`src/rtl/hdmi_pattern_sequencer_pkg.sv`:
```
// Shared types and helpers for the HDMI colour-bar bring-up sequencer.
// Holds the FSM state encoding, the pattern index width used by the
// display decoder, and small helper functions for counter sizing and
// pattern stepping.
package hdmi_pattern_sequencer_pkg;

  // Width of pattern_sel; the display decoder uses the same width.
  localparam int PATTERN_W = 3;

  // Sequencer states. Encoding 3 is unused and is treated as WAIT_LOCK.
  typedef enum logic [1:0] {
    ST_WAIT_LOCK = 2'd0,
    ST_WARMUP    = 2'd1,
    ST_RUN       = 2'd2
  } seq_state_e;

  // Counter width for a count range of n values, never narrower than 1 bit.
  function automatic int cnt_width(input int n);
    return (n > 1) ? $clog2(n) : 1;
  endfunction

  // Next pattern index, wrapping num-1 back to 0.
  function automatic logic [PATTERN_W-1:0] next_pattern(
    input logic [PATTERN_W-1:0] sel,
    input int                   num
  );
    if (sel == PATTERN_W'(num - 1)) begin
      return {PATTERN_W{1'b0}};
    end else begin
      return sel + PATTERN_W'(1);
    end
  endfunction

endpackage

```
`src/rtl/hdmi_pattern_sequencer_if.sv`:
```
// Control bundle between the pattern sequencer and its surroundings:
// lock/key/vsync inputs towards the sequencer, transmitter reset,
// video enable and pattern select back out.
interface hdmi_pattern_sequencer_if;
  import hdmi_pattern_sequencer_pkg::*;

  logic                 clk_locked;
  logic                 key_next;
  logic                 auto_en;
  logic                 video_vs;
  logic                 tx_rst_n;
  logic                 video_en;
  logic [PATTERN_W-1:0] pattern_sel;
  logic [1:0]           seq_state;

  // Side that drives lock/key/vsync and consumes the sequencer outputs.
  modport master (
    output clk_locked,
    output key_next,
    output auto_en,
    output video_vs,
    input  tx_rst_n,
    input  video_en,
    input  pattern_sel,
    input  seq_state
  );

  // The sequencer itself.
  modport slave (
    input  clk_locked,
    input  key_next,
    input  auto_en,
    input  video_vs,
    output tx_rst_n,
    output video_en,
    output pattern_sel,
    output seq_state
  );

endinterface

```
`src/rtl/hdmi_pattern_sequencer_sync_edge_det.sv`:
```
// Two-flop synchroniser for an asynchronous level, followed by a rising
// edge detector. The level output is the synchronised signal; the rise
// output is a one-cycle pulse when that synchronised level goes 0 -> 1.
module sync_edge_det (
  input  logic clk,
  input  logic rst_n,
  input  logic din,
  output logic level,
  output logic rise
);

  logic meta_r;
  logic sync_r;
  logic prev_r;

  // Synchronise din into clk and keep one extra stage for edge detection.
  always_ff @(posedge clk or negedge rst_n) begin
    if (!rst_n) begin
      meta_r <= 1'b0;
      sync_r <= 1'b0;
      prev_r <= 1'b0;
    end else begin
      meta_r <= din;
      sync_r <= meta_r;
      prev_r <= sync_r;
    end
  end

  assign level = sync_r;
  assign rise  = sync_r & ~prev_r;

endmodule

```
`src/rtl/hdmi_pattern_sequencer.sv`:
```
// Bring-up sequencer for the HDMI colour-bar path (pixel_clk domain).
// Keeps the DVI transmitter in reset until PLL lock has been stable for
// LOCK_CYCLES, runs TMDS blank for WARMUP_FRAMES frames, then enables
// video and steps the pattern selector on a frame timer or key press.
// Every change is applied on a frame boundary so no frame is torn.
module hdmi_pattern_sequencer
  import hdmi_pattern_sequencer_pkg::*;
#(
  parameter int   LOCK_CYCLES   = 1024,
  parameter int   WARMUP_FRAMES = 4,
  parameter int   HOLD_FRAMES   = 120,
  parameter int   NUM_PATTERNS  = 8,
  parameter logic VS_ACTIVE     = 1'b1
) (
  input logic                      pixel_clk,
  input logic                      sys_rst_n,
  hdmi_pattern_sequencer_if.slave  bus
);

  localparam int LOCK_W = cnt_width(LOCK_CYCLES);
  localparam int FRM_W  = cnt_width(WARMUP_FRAMES);
  localparam int HOLD_W = cnt_width(HOLD_FRAMES);

  localparam logic [LOCK_W-1:0] LOCK_LAST = LOCK_W'(LOCK_CYCLES - 1);
  localparam logic [FRM_W-1:0]  FRM_LAST  = FRM_W'(WARMUP_FRAMES - 1);
  localparam logic [HOLD_W-1:0] HOLD_LAST = HOLD_W'(HOLD_FRAMES - 1);

  // Synchronised inputs.
  logic lock_s;
  logic lock_rise_s;
  logic key_level_s;
  logic key_rise_s;

  // Frame boundary detection.
  logic vs_r;
  logic vs_prev_r;
  logic frame_start_s;

  // Sequencer state, counters and registered outputs.
  seq_state_e           state_r;
  logic [LOCK_W-1:0]    lock_cnt_r;
  logic [FRM_W-1:0]     frm_cnt_r;
  logic [HOLD_W-1:0]    hold_cnt_r;
  logic                 key_pend_r;
  logic                 tx_rst_n_r;
  logic                 video_en_r;
  logic [PATTERN_W-1:0] pattern_sel_r;
  logic                 advance_s;

  sync_edge_det u_lock_sync (
    .clk   (pixel_clk),
    .rst_n (sys_rst_n),
    .din   (bus.clk_locked),
    .level (lock_s),
    .rise  (lock_rise_s)
  );

  sync_edge_det u_key_sync (
    .clk   (pixel_clk),
    .rst_n (sys_rst_n),
    .din   (bus.key_next),
    .level (key_level_s),
    .rise  (key_rise_s)
  );

  // Only the lock level and the key edge are used by the sequencer.
  logic unused_s;
  assign unused_s = lock_rise_s & key_level_s;

  // Register vsync and its previous value so the frame boundary is a clean pulse.
  always_ff @(posedge pixel_clk or negedge sys_rst_n) begin
    if (!sys_rst_n) begin
      vs_r      <= ~VS_ACTIVE;
      vs_prev_r <= ~VS_ACTIVE;
    end else begin
      vs_r      <= bus.video_vs;
      vs_prev_r <= vs_r;
    end
  end

  assign frame_start_s = (vs_r == VS_ACTIVE) && (vs_prev_r != VS_ACTIVE);

  // A pending key (including one arriving on this very cycle) or an expired hold time steps the pattern.
  assign advance_s = key_pend_r || key_rise_s ||
                     (bus.auto_en && (hold_cnt_r == HOLD_LAST));

  // Sequencer FSM with its counters; lock loss overrides every state.
  always_ff @(posedge pixel_clk or negedge sys_rst_n) begin
    if (!sys_rst_n) begin
      state_r       <= ST_WAIT_LOCK;
      lock_cnt_r    <= {LOCK_W{1'b0}};
      frm_cnt_r     <= {FRM_W{1'b0}};
      hold_cnt_r    <= {HOLD_W{1'b0}};
      key_pend_r    <= 1'b0;
      tx_rst_n_r    <= 1'b0;
      video_en_r    <= 1'b0;
      pattern_sel_r <= {PATTERN_W{1'b0}};
    end else if (!lock_s) begin
      // Lost lock: restart bring-up but remember which pattern was on screen.
      state_r    <= ST_WAIT_LOCK;
      lock_cnt_r <= {LOCK_W{1'b0}};
      frm_cnt_r  <= {FRM_W{1'b0}};
      key_pend_r <= 1'b0;
      tx_rst_n_r <= 1'b0;
      video_en_r <= 1'b0;
    end else begin
      case (state_r)
        ST_WAIT_LOCK: begin
          tx_rst_n_r <= 1'b0;
          video_en_r <= 1'b0;
          key_pend_r <= 1'b0;
          if (lock_cnt_r == LOCK_LAST) begin
            state_r    <= ST_WARMUP;
            lock_cnt_r <= {LOCK_W{1'b0}};
            tx_rst_n_r <= 1'b1;
          end else begin
            lock_cnt_r <= lock_cnt_r + LOCK_W'(1);
          end
        end
        ST_WARMUP: begin
          tx_rst_n_r <= 1'b1;
          video_en_r <= 1'b0;
          key_pend_r <= 1'b0;
          if (frame_start_s) begin
            if (frm_cnt_r == FRM_LAST) begin
              // Enable on the boundary so the first visible frame is whole.
              state_r    <= ST_RUN;
              frm_cnt_r  <= {FRM_W{1'b0}};
              video_en_r <= 1'b1;
            end else begin
              frm_cnt_r <= frm_cnt_r + FRM_W'(1);
            end
          end else begin
            frm_cnt_r <= frm_cnt_r;
          end
        end
        ST_RUN: begin
          tx_rst_n_r <= 1'b1;
          video_en_r <= 1'b1;
          if (frame_start_s) begin
            if (advance_s) begin
              pattern_sel_r <= next_pattern(pattern_sel_r, NUM_PATTERNS);
              hold_cnt_r    <= {HOLD_W{1'b0}};
              key_pend_r    <= 1'b0;
            end else if (hold_cnt_r != HOLD_LAST) begin
              hold_cnt_r <= hold_cnt_r + HOLD_W'(1);
            end else begin
              hold_cnt_r <= hold_cnt_r;
            end
          end else if (key_rise_s) begin
            // Further presses before the boundary collapse into one step.
            key_pend_r <= 1'b1;
          end else begin
            key_pend_r <= key_pend_r;
          end
        end
        default: begin
          state_r    <= ST_WAIT_LOCK;
          lock_cnt_r <= {LOCK_W{1'b0}};
          frm_cnt_r  <= {FRM_W{1'b0}};
          key_pend_r <= 1'b0;
          tx_rst_n_r <= 1'b0;
          video_en_r <= 1'b0;
        end
      endcase
    end
  end

  assign bus.tx_rst_n    = tx_rst_n_r;
  assign bus.video_en    = video_en_r;
  assign bus.pattern_sel = pattern_sel_r;
  assign bus.seq_state   = state_r;

endmodule

```
`src/flat_wrapper.sv`:
```
// flat-port wrapper written by rule: the top's interface ports become plain ports
module hdmi_pattern_sequencer_flat import hdmi_pattern_sequencer_pkg::*;
#(
  parameter int   LOCK_CYCLES   = 1024,
  parameter int   WARMUP_FRAMES = 4,
  parameter int   HOLD_FRAMES   = 120,
  parameter int   NUM_PATTERNS  = 8,
  parameter logic VS_ACTIVE     = 1'b1
)
  (pixel_clk, sys_rst_n, bus_clk_locked, bus_key_next, bus_auto_en, bus_video_vs, bus_tx_rst_n, bus_video_en, bus_pattern_sel, bus_seq_state);
  hdmi_pattern_sequencer_if bus_i ();
  input logic pixel_clk;
  input logic sys_rst_n;
  input wire logic [$bits(bus_i.clk_locked)-1:0] bus_clk_locked;
  input wire logic [$bits(bus_i.key_next)-1:0] bus_key_next;
  input wire logic [$bits(bus_i.auto_en)-1:0] bus_auto_en;
  input wire logic [$bits(bus_i.video_vs)-1:0] bus_video_vs;
  output wire logic [$bits(bus_i.tx_rst_n)-1:0] bus_tx_rst_n;
  output wire logic [$bits(bus_i.video_en)-1:0] bus_video_en;
  output wire logic [$bits(bus_i.pattern_sel)-1:0] bus_pattern_sel;
  output wire logic [$bits(bus_i.seq_state)-1:0] bus_seq_state;
  assign bus_i.clk_locked = bus_clk_locked;
  assign bus_i.key_next = bus_key_next;
  assign bus_i.auto_en = bus_auto_en;
  assign bus_i.video_vs = bus_video_vs;
  assign bus_tx_rst_n = bus_i.tx_rst_n;
  assign bus_video_en = bus_i.video_en;
  assign bus_pattern_sel = bus_i.pattern_sel;
  assign bus_seq_state = bus_i.seq_state;
  hdmi_pattern_sequencer #(.LOCK_CYCLES(LOCK_CYCLES), .WARMUP_FRAMES(WARMUP_FRAMES), .HOLD_FRAMES(HOLD_FRAMES), .NUM_PATTERNS(NUM_PATTERNS), .VS_ACTIVE(VS_ACTIVE)) u_core (.pixel_clk(pixel_clk), .sys_rst_n(sys_rst_n), .bus(bus_i));
endmodule
```
`config.mk`:
```
export PLATFORM = sky130hd
export DESIGN_NAME = hdmi_pattern_sequencer_flat
export DESIGN_NICKNAME = d
export VERILOG_FILES = /design/src/rtl/hdmi_pattern_sequencer_pkg.sv /design/src/rtl/hdmi_pattern_sequencer_if.sv /design/src/rtl/hdmi_pattern_sequencer_sync_edge_det.sv /design/src/rtl/hdmi_pattern_sequencer.sv /design/src/flat_wrapper.sv
export SDC_FILE = /design/constraint.sdc
export NUM_CORES = 1
export LEC_CHECK = 0
export ABC_AREA = 1
export BUFFER_PORTS_ARGS = -buffer_cell sky130_fd_sc_hd__buf_2
export CAP_MARGIN = 5
export CORE_UTILIZATION = 35
export DETAILED_ROUTE_END_ITERATION = 10
export PLACE_DENSITY = 0.58
export SYNTH_ARGS = -nofsm -noshare
export SYNTH_HDL_FRONTEND = slang
export SYNTH_SLANG_ARGS = --single-unit
export TNS_END_PERCENT = 5
```
`constraint.sdc`:
```
create_clock -name pixel_clk -period 4 [get_ports pixel_clk]
set_clock_uncertainty 0.15 [all_clocks]
set_input_delay 0.2 -clock pixel_clk [delete_from_list [all_inputs] [get_ports pixel_clk]]
set_output_delay 0.2 -clock pixel_clk [all_outputs]
set_load 0.005 [all_outputs]
```
## Word level (Yosys, flattened, before mapping)

Index checks and enable logic that the tools add are counted.

- Register bits: 34
- Latch bits: 0
- Bits in writable memories: 0
- Bits in read-only memories: 0
- Bits of input ports: 6
- Output and inout port bits: 7
- Word-level logic and storage cells: 77
- Memories: 0

- Add/subtract/negate cells: 4
- $mul: 0
- Div/mod/pow operators: 0
- Magnitude comparators: 0
- Equality and inequality tests: 15
- Shift operators: 0
- Mux-type cells: 27
- Bitwise gates (word level): 3
- Reductions and logical operators: 13

Operators with widths:

| cell | number |
|---|---|
| $mux W10 | 2 |
| $pmux W10 S2 | 1 |
| $mux W2 | 7 |
| $mux W7 | 2 |
| $reduce_and A4 Y1 | 3 |
| $add A10 B1 Y10 const B | 1 |
| $eq A10 B10 Y1 const B | 1 |
| $mux W1 | 10 |
| $ne A3 B2 Y1 const B | 3 |
| $add A7 B1 Y7 const B | 1 |
| $eq A7 B7 Y1 const B | 1 |
| $ne A7 B7 Y1 const B | 1 |
| $ne A2 B2 Y1 const B | 3 |
| $pmux W2 S3 | 1 |
| $eq A2 B2 Y1 const B | 2 |
| $ne A4 B2 Y1 const B | 1 |
| $ne A4 B4 Y1 const B | 1 |
| $pmux W1 S2 | 2 |
| $pmux W2 S2 | 1 |
| $reduce_and A2 Y1 | 2 |
| $reduce_or A2 Y1 | 2 |
| $add A3 B1 Y3 const B | 1 |
| $eq A3 B3 Y1 const B | 1 |
| $mux W3 | 1 |
| other kinds (8) | 11 |

## Depth between registers and ports, before layout

- Word-level depth: 8
- Depth in mapped cells: 10
- Gate-level depth less buffers: 10

## By module

Synthesis repeated with hierarchy kept, for this count alone.

- Cell total of the unflattened synthesis: 225
- Area total of the unflattened synthesis: 1,896.8 µm²

By module, submodules not included:

| module | instances | cells an instance | area an instance (µm²) | sequential area each (µm²) |
|---|---|---|---|---|
| hdmi_pattern_sequencer | 1 | 215 | 1,726.7 | 725.7 |
| sync_edge_det | 2 | 5 | 85.1 | 75.1 |

## Worst setup path after synthesis

No wires, ideal clock.

- Kind: reg2reg
- From: register u_core.state_r[0], in the netlist u_core.bus.seq_state[0]
- To: register u_core.hold_cnt_r[0]
- Library setup time: 120 ps
- Data arrival time: 1,345 ps
- Data required time: 3,730 ps
- Setup slack: 2,385 ps
- Stages on the path, launching flop included: 9
- Buffers on the path: 0
- Period minus slack after synthesis: 1,615 ps
- Cells stage by stage: dfrtp_1 -> inv_1 -> ha_1 -> nand2_4 -> nor2_8 -> inv_2 -> nor2_4 -> nand2_1 -> and3_1

- Word-level cells in the longest chain between the ends: 2

RTL lines:

| element | RTL line | source |
|---|---|---|
| start: declaration | hdmi_pattern_sequencer.sv:40 | `seq_state_e state_r;` |
| start signal: assignment | hdmi_pattern_sequencer.sv:90 | `state_r <= ST_WAIT_LOCK;` |
| start signal: assignment | hdmi_pattern_sequencer.sv:100 | `state_r <= ST_WAIT_LOCK;` |
| start signal: assignment | hdmi_pattern_sequencer.sv:113 | `state_r <= ST_WARMUP;` |
| $eq A2 B2 Y1 | hdmi_pattern_sequencer.sv:107 | `case (state_r)` |
| $reduce_and A4 Y1 (no source line) | -- |  |
| end signal: assignment | hdmi_pattern_sequencer.sv:143 | `hold_cnt_r <= {HOLD_W{1'b0}};` |
| end signal: assignment | hdmi_pattern_sequencer.sv:146 | `hold_cnt_r <= hold_cnt_r + HOLD_W'(1);` |
| end signal: assignment | hdmi_pattern_sequencer.sv:148 | `hold_cnt_r <= hold_cnt_r;` |
| end: declaration | hdmi_pattern_sequencer.sv:43 | `logic [HOLD_W-1:0] hold_cnt_r;` |

Every way passes these cells.
A chain may end at the register's enable or synchronous reset.

## Worst setup path in the final report

- From: register u_core.state_r[0], in the netlist u_core.bus.seq_state[0]
- To: register u_core.lock_cnt_r[4]

- Word-level cells in the longest chain between the ends: 4
- Elaborated cells between the ends (all ways): 7
- Those cells by class: 3 x eq/ne; 2 x mux; 2 x reduce/logical

RTL lines:

| element | RTL line | source |
|---|---|---|
| $eq A2 B1 Y1 / $eq A2 B2 Y1 (equally long branches) | hdmi_pattern_sequencer.sv:107 |  |
| $reduce_or A2 Y1 (no source line) | -- |  |
| $pmux W10 S2 | hdmi_pattern_sequencer.sv:107 |  |
| $mux W10 | hdmi_pattern_sequencer.sv:98 | `end else if (!lock_s) begin` |
| end signal: assignment | hdmi_pattern_sequencer.sv:101 | `lock_cnt_r <= {LOCK_W{1'b0}};` |
| end signal: assignment | hdmi_pattern_sequencer.sv:114 | `lock_cnt_r <= {LOCK_W{1'b0}};` |
| end signal: assignment | hdmi_pattern_sequencer.sv:117 | `lock_cnt_r <= lock_cnt_r + LOCK_W'(1);` |
| end: declaration | hdmi_pattern_sequencer.sv:41 | `logic [LOCK_W-1:0] lock_cnt_r;` |

Several ways; a longest one is shown, not always the timed one.

==> flow_summary.rst <==
.. list-table::
   :header-rows: 1

   * - Metric
     - Value
   * - Maximum count of clock buffers along a single path
     - 2
   * - Crit Path Class
     - reg2reg
   * - Critical path data arrival time
     - 1.87 ns
   * - Multi-input logic area
     - 857.1 um^2
   * - Number of synthesized flops with an enable pin
     - 0
   * - Total power draw
     - 1.022 mW
   * - Largest cells by area after synthesis
     - sky130_fd_sc_hd__dfrtp_1 46%, sky130_fd_sc_hd__nand2_1 13%, sky130_fd_sc_hd__ha_1 6.8%, sky130_fd_sc_hd__nor2_1 5.9%, sky130_fd_sc_hd__inv_1 5.3%
   * - Largest driver fanout on the critical path
     - 13
   * - Ports
     - 13
   * - Remaining design rule violation count
     - 0
   * - Via-to-Cell Ratio
     - 4.503
   * - Yosys top cell by area
     - sky130_fd_sc_hd__dfrtp_1
   * - Internal power
     - 0.6802 mW
   * - Number of cells on the worst reg-to-reg path
     - 8
   * - Area of the die
     - 0.005531 mm^2
   * - Switch Pwr
     - 0.3418 mW
   * - Net total in the final layout
     - 264
   * - Site Rows
     - 25
   * - Total congestion overflow after global routing
     - 0
   * - Unique cell type count in the Yosys netlist
     - 32
   * - Register area share after synthesis
     - 46.42%
   * - Weighted congestion at the end of routability-driven global placement
     - 0.7939
   * - Number of search-and-repair iterations in the first detailed-routing pass
     - 4
   * - Number of clock buffers inserted by TritonCTS
     - 5
   * - Share of synthesized flip-flops with an asynchronous set or reset
     - 100.0%
   * - Switching part of the total
     - 33.44%
   * - Final Max Tran Viols
     - 0
   * - Maximum vdd drop
     - 0.3324 mV
   * - Area of the mapped netlist
     - 0.001833 mm^2
   * - Tot GR Track Use
     - 13.37%
   * - TritonCTS clock tree
     - built
   * - Maximum level of the CTS H-tree
     - 2
   * - Data required time of the critical path
     - 4.01 ns
   * - Number of global-route vias before repair
     - 1,290
   * - Worst Hold Slack
     - 0.1213 ns
   * - Commonest non-fill, non-tap cell in the layout
     - sky130_fd_sc_hd__nand2_1
   * - Clock transition at path regs
     - 0.07 ns
   * - Critical Path Start Type
     - flip-flop
   * - Quantity of I/O buffers inserted on ports
     - 12
   * - Global-route wire length before repair
     - 5526 um
   * - Ant. Diodes
     - 0
   * - Final Cycle Share
     - 46.31%
   * - Count of antenna-violating nets left after detailed routing
     - 0
   * - Post-Synthesis Net Count
     - 243
   * - Post-layout worst setup margin
     - 2.147 ns
   * - Gate count after technology mapping
     - 227
   * - Clk Latency, worst-skew pair
     - 0.28 ns
   * - Post-CTS sizing
     - 0
   * - Highest-count cells in the layout ignoring fill and taps
     - 65 x sky130_fd_sc_hd__nand2_1, 34 x sky130_fd_sc_hd__dfrtp_1, 29 x sky130_fd_sc_hd__nor2_1
   * - Cell at the root of the clock tree
     - sky130_fd_sc_hd__clkbuf_8
   * - Number of antenna violations at the first check in global routing
     - 0
   * - Worst slack, placed
     - 2.129 ns
   * - Final setup violation count
     - 0
   * - Drt wl/cell
     - 9.975 um
   * - Fin crit period
     - 1.853 ns
   * - Layout-stage area growth over the synthesis result
     - 15.36%
   * - Most used DFF post-synth
     - sky130_fd_sc_hd__dfrtp_1
   * - Sort of element at the end of the critical path
     - flip-flop
   * - Proportion of power drawn by flip-flops and latches
     - 42.9%
   * - Power per cell area
     - 483.3 mW/mm^2
   * - Area share of the largest cell type after synthesis
     - 46.42%
   * - Clock network fraction of total power
     - 30.7%
   * - Internal reg-to-reg setup slack
     - 2.15 ns
   * - DP Wirelength
     - 2311 um
   * - Worst-margin pin slew
     - 0.7586 ns
   * - Number of max-capacitance violations reported
     - 0
   * - Unrepaired setup endpoints after global routing
     - no
   * - Maximum number of pins on one net before global-route repair
     - 35
   * - Share of the core filled with cells
     - 43.33%
   * - Initial Util
     - 37.56%
   * - Number of flip-flops and latches in the synthesized netlist
     - 34
   * - Worst slew margin relative to its limit
     - 49.42%
   * - Fmax
     - 539.8 MHz
   * - Synthesis warning total
     - 0
   * - Combinational power share
     - 26.4%
   * - Average cell area after synthesis
     - 8.075 um^2
   * - Class of the tightest hold or removal check
     - in2reg
   * - Combined flip-flop and latch cell area
     - 850.8 um^2
   * - Worst hold stages
     - 4
   * - Vertical die dimension
     - 74.37 um
   * - Hold-fix buffers at CTS
     - 4
   * - Post-CTS setup buffer count
     - 0
   * - Share of layout cells above drive strength 1
     - 14.46%
   * - Die width
     - 74.37 um
   * - Core area
     - 0.004880 mm^2
   * - Result of the run
     - finished, final reports clean
   * - Setup TNS
     - 0 ns
   * - Final-layout fill cell count
     - 509
   * - WL final
     - 3152 um
   * - Leakage
     - 1.081 nW
   * - Clock tree sinks
     - 34
   * - Count of endpoints failing hold in the final timing report
     - 0
   * - Via count
     - 1,423
   * - Number of DRC violations after detailed-routing iteration 0
     - 68
==> stage by stage <==
stage	area [um^2]	std cells
final	2115	316
after global routing	2115	316
after detailed placement	1961	304
after global placement	1961	304
after CTS	2115	316
after floorplan	1833	227
==> logic make-up after synthesis <==
family	Yosys count	share of synthesized area [%]
AND/OR/NAND/NOR	132	32.63
flip-flops	34	46.42
buffers and inverters	31	6.825
AO/OA/AOI/OAI	17	5.871
adder cells (fa/ha/maj)	10	6.826
XOR/XNOR	3	1.434
==> final timing paths <==
path                                                           from                             endpoint
worst max register to register  u_core.bus.seq_state[0]$_DFFE_PN0P_     u_core.lock_cnt_r[4]$_DFFE_PN0P_
worst min register to register  u_core.u_lock_sync.meta_r$_DFF_PN0_   u_core.u_lock_sync.level$_DFF_PN0_
worst min-delay path                                    bus_auto_en     u_core.hold_cnt_r[1]$_DFFE_PN0P_
max in group asynchronous                                 sys_rst_n  u_core.bus.seq_state[1]$_DFFE_PN0P_
worst max-delay path            u_core.bus.seq_state[0]$_DFFE_PN0P_     u_core.lock_cnt_r[4]$_DFFE_PN0P_
min in group asynchronous                                 sys_rst_n     u_core.hold_cnt_r[3]$_DFFE_PN0P_
==> flip-flops by register name (all words and copies together) (netlist names), 2 cells and up <==
register / flops
u_core.bus.pattern_sel: 3
u_core.hold_cnt_r: 7
u_core.lock_cnt_r: 10
u_core.bus.seq_state: 2
u_core.frm_cnt_r: 2
==> routing by layer <==
| metal | part of all wire (%) | vias up | global-route usage, % |
|---|---|---|---|
| met4 | 0.86 | 0 | 5.031 |
| li1 | - | 755 | - |
| met3 | 3.6 | 2 | 4.065 |
| met5 | 0 | - | 0 |
| met1 | 51 | 647 | 17.34 |
| met2 | 44 | 19 | 21.02 |
==> worst max-delay path, cell delays in order (launching register included) <==
cell                      delay [ns]
sky130_fd_sc_hd__dfrtp_1        0.43
sky130_fd_sc_hd__inv_1          0.10
sky130_fd_sc_hd__ha_1           0.31
sky130_fd_sc_hd__nand2_2        0.21
sky130_fd_sc_hd__inv_2          0.13
sky130_fd_sc_hd__nor2_1         0.13
sky130_fd_sc_hd__nand2_1        0.07
sky130_fd_sc_hd__xor2_1         0.15
sky130_fd_sc_hd__nor2_1         0.06
==> cell usage after synthesis (all sizes together), types with 2 or more instances <==
| cell type | number |
|---|---|
| dfrtp | 34 |
| nand3 | 16 |
| a21oi | 6 |
| o21ai | 8 |
| nor3 | 3 |
| ha | 10 |
| or2 | 3 |
| buf | 2 |
| nand2 | 69 |
| inv | 29 |
| xor2 | 2 |
| nand4 | 6 |
| nor2 | 33 |
==> area by class of cell <==
type	instances	share of cell area, %
clock buffer	5	3.254
clock inverter	3	2.130
inverter	29	5.148
multi-input combinational	162	40.53
sequential	34	40.24
tap	67	3.964
timing repair buffer	16	4.734
==> power groups by stage <==
| stage | logic, mW | clock network (mW) | registers, mW |
|---|---|---|---|
| after detailed placement | 0.269 | 0 | 0.446 |
| after global routing | 0.313 | 0.342 | 0.447 |
| final | 0.270 | 0.314 | 0.439 |
| after CTS | 0.273 | 0.329 | 0.439 |
| after floorplan | 0.204 | 0 | 0.437 |
| after global placement | 0.271 | 0 | 0.444 |
(Power assumes the default switching activity.)
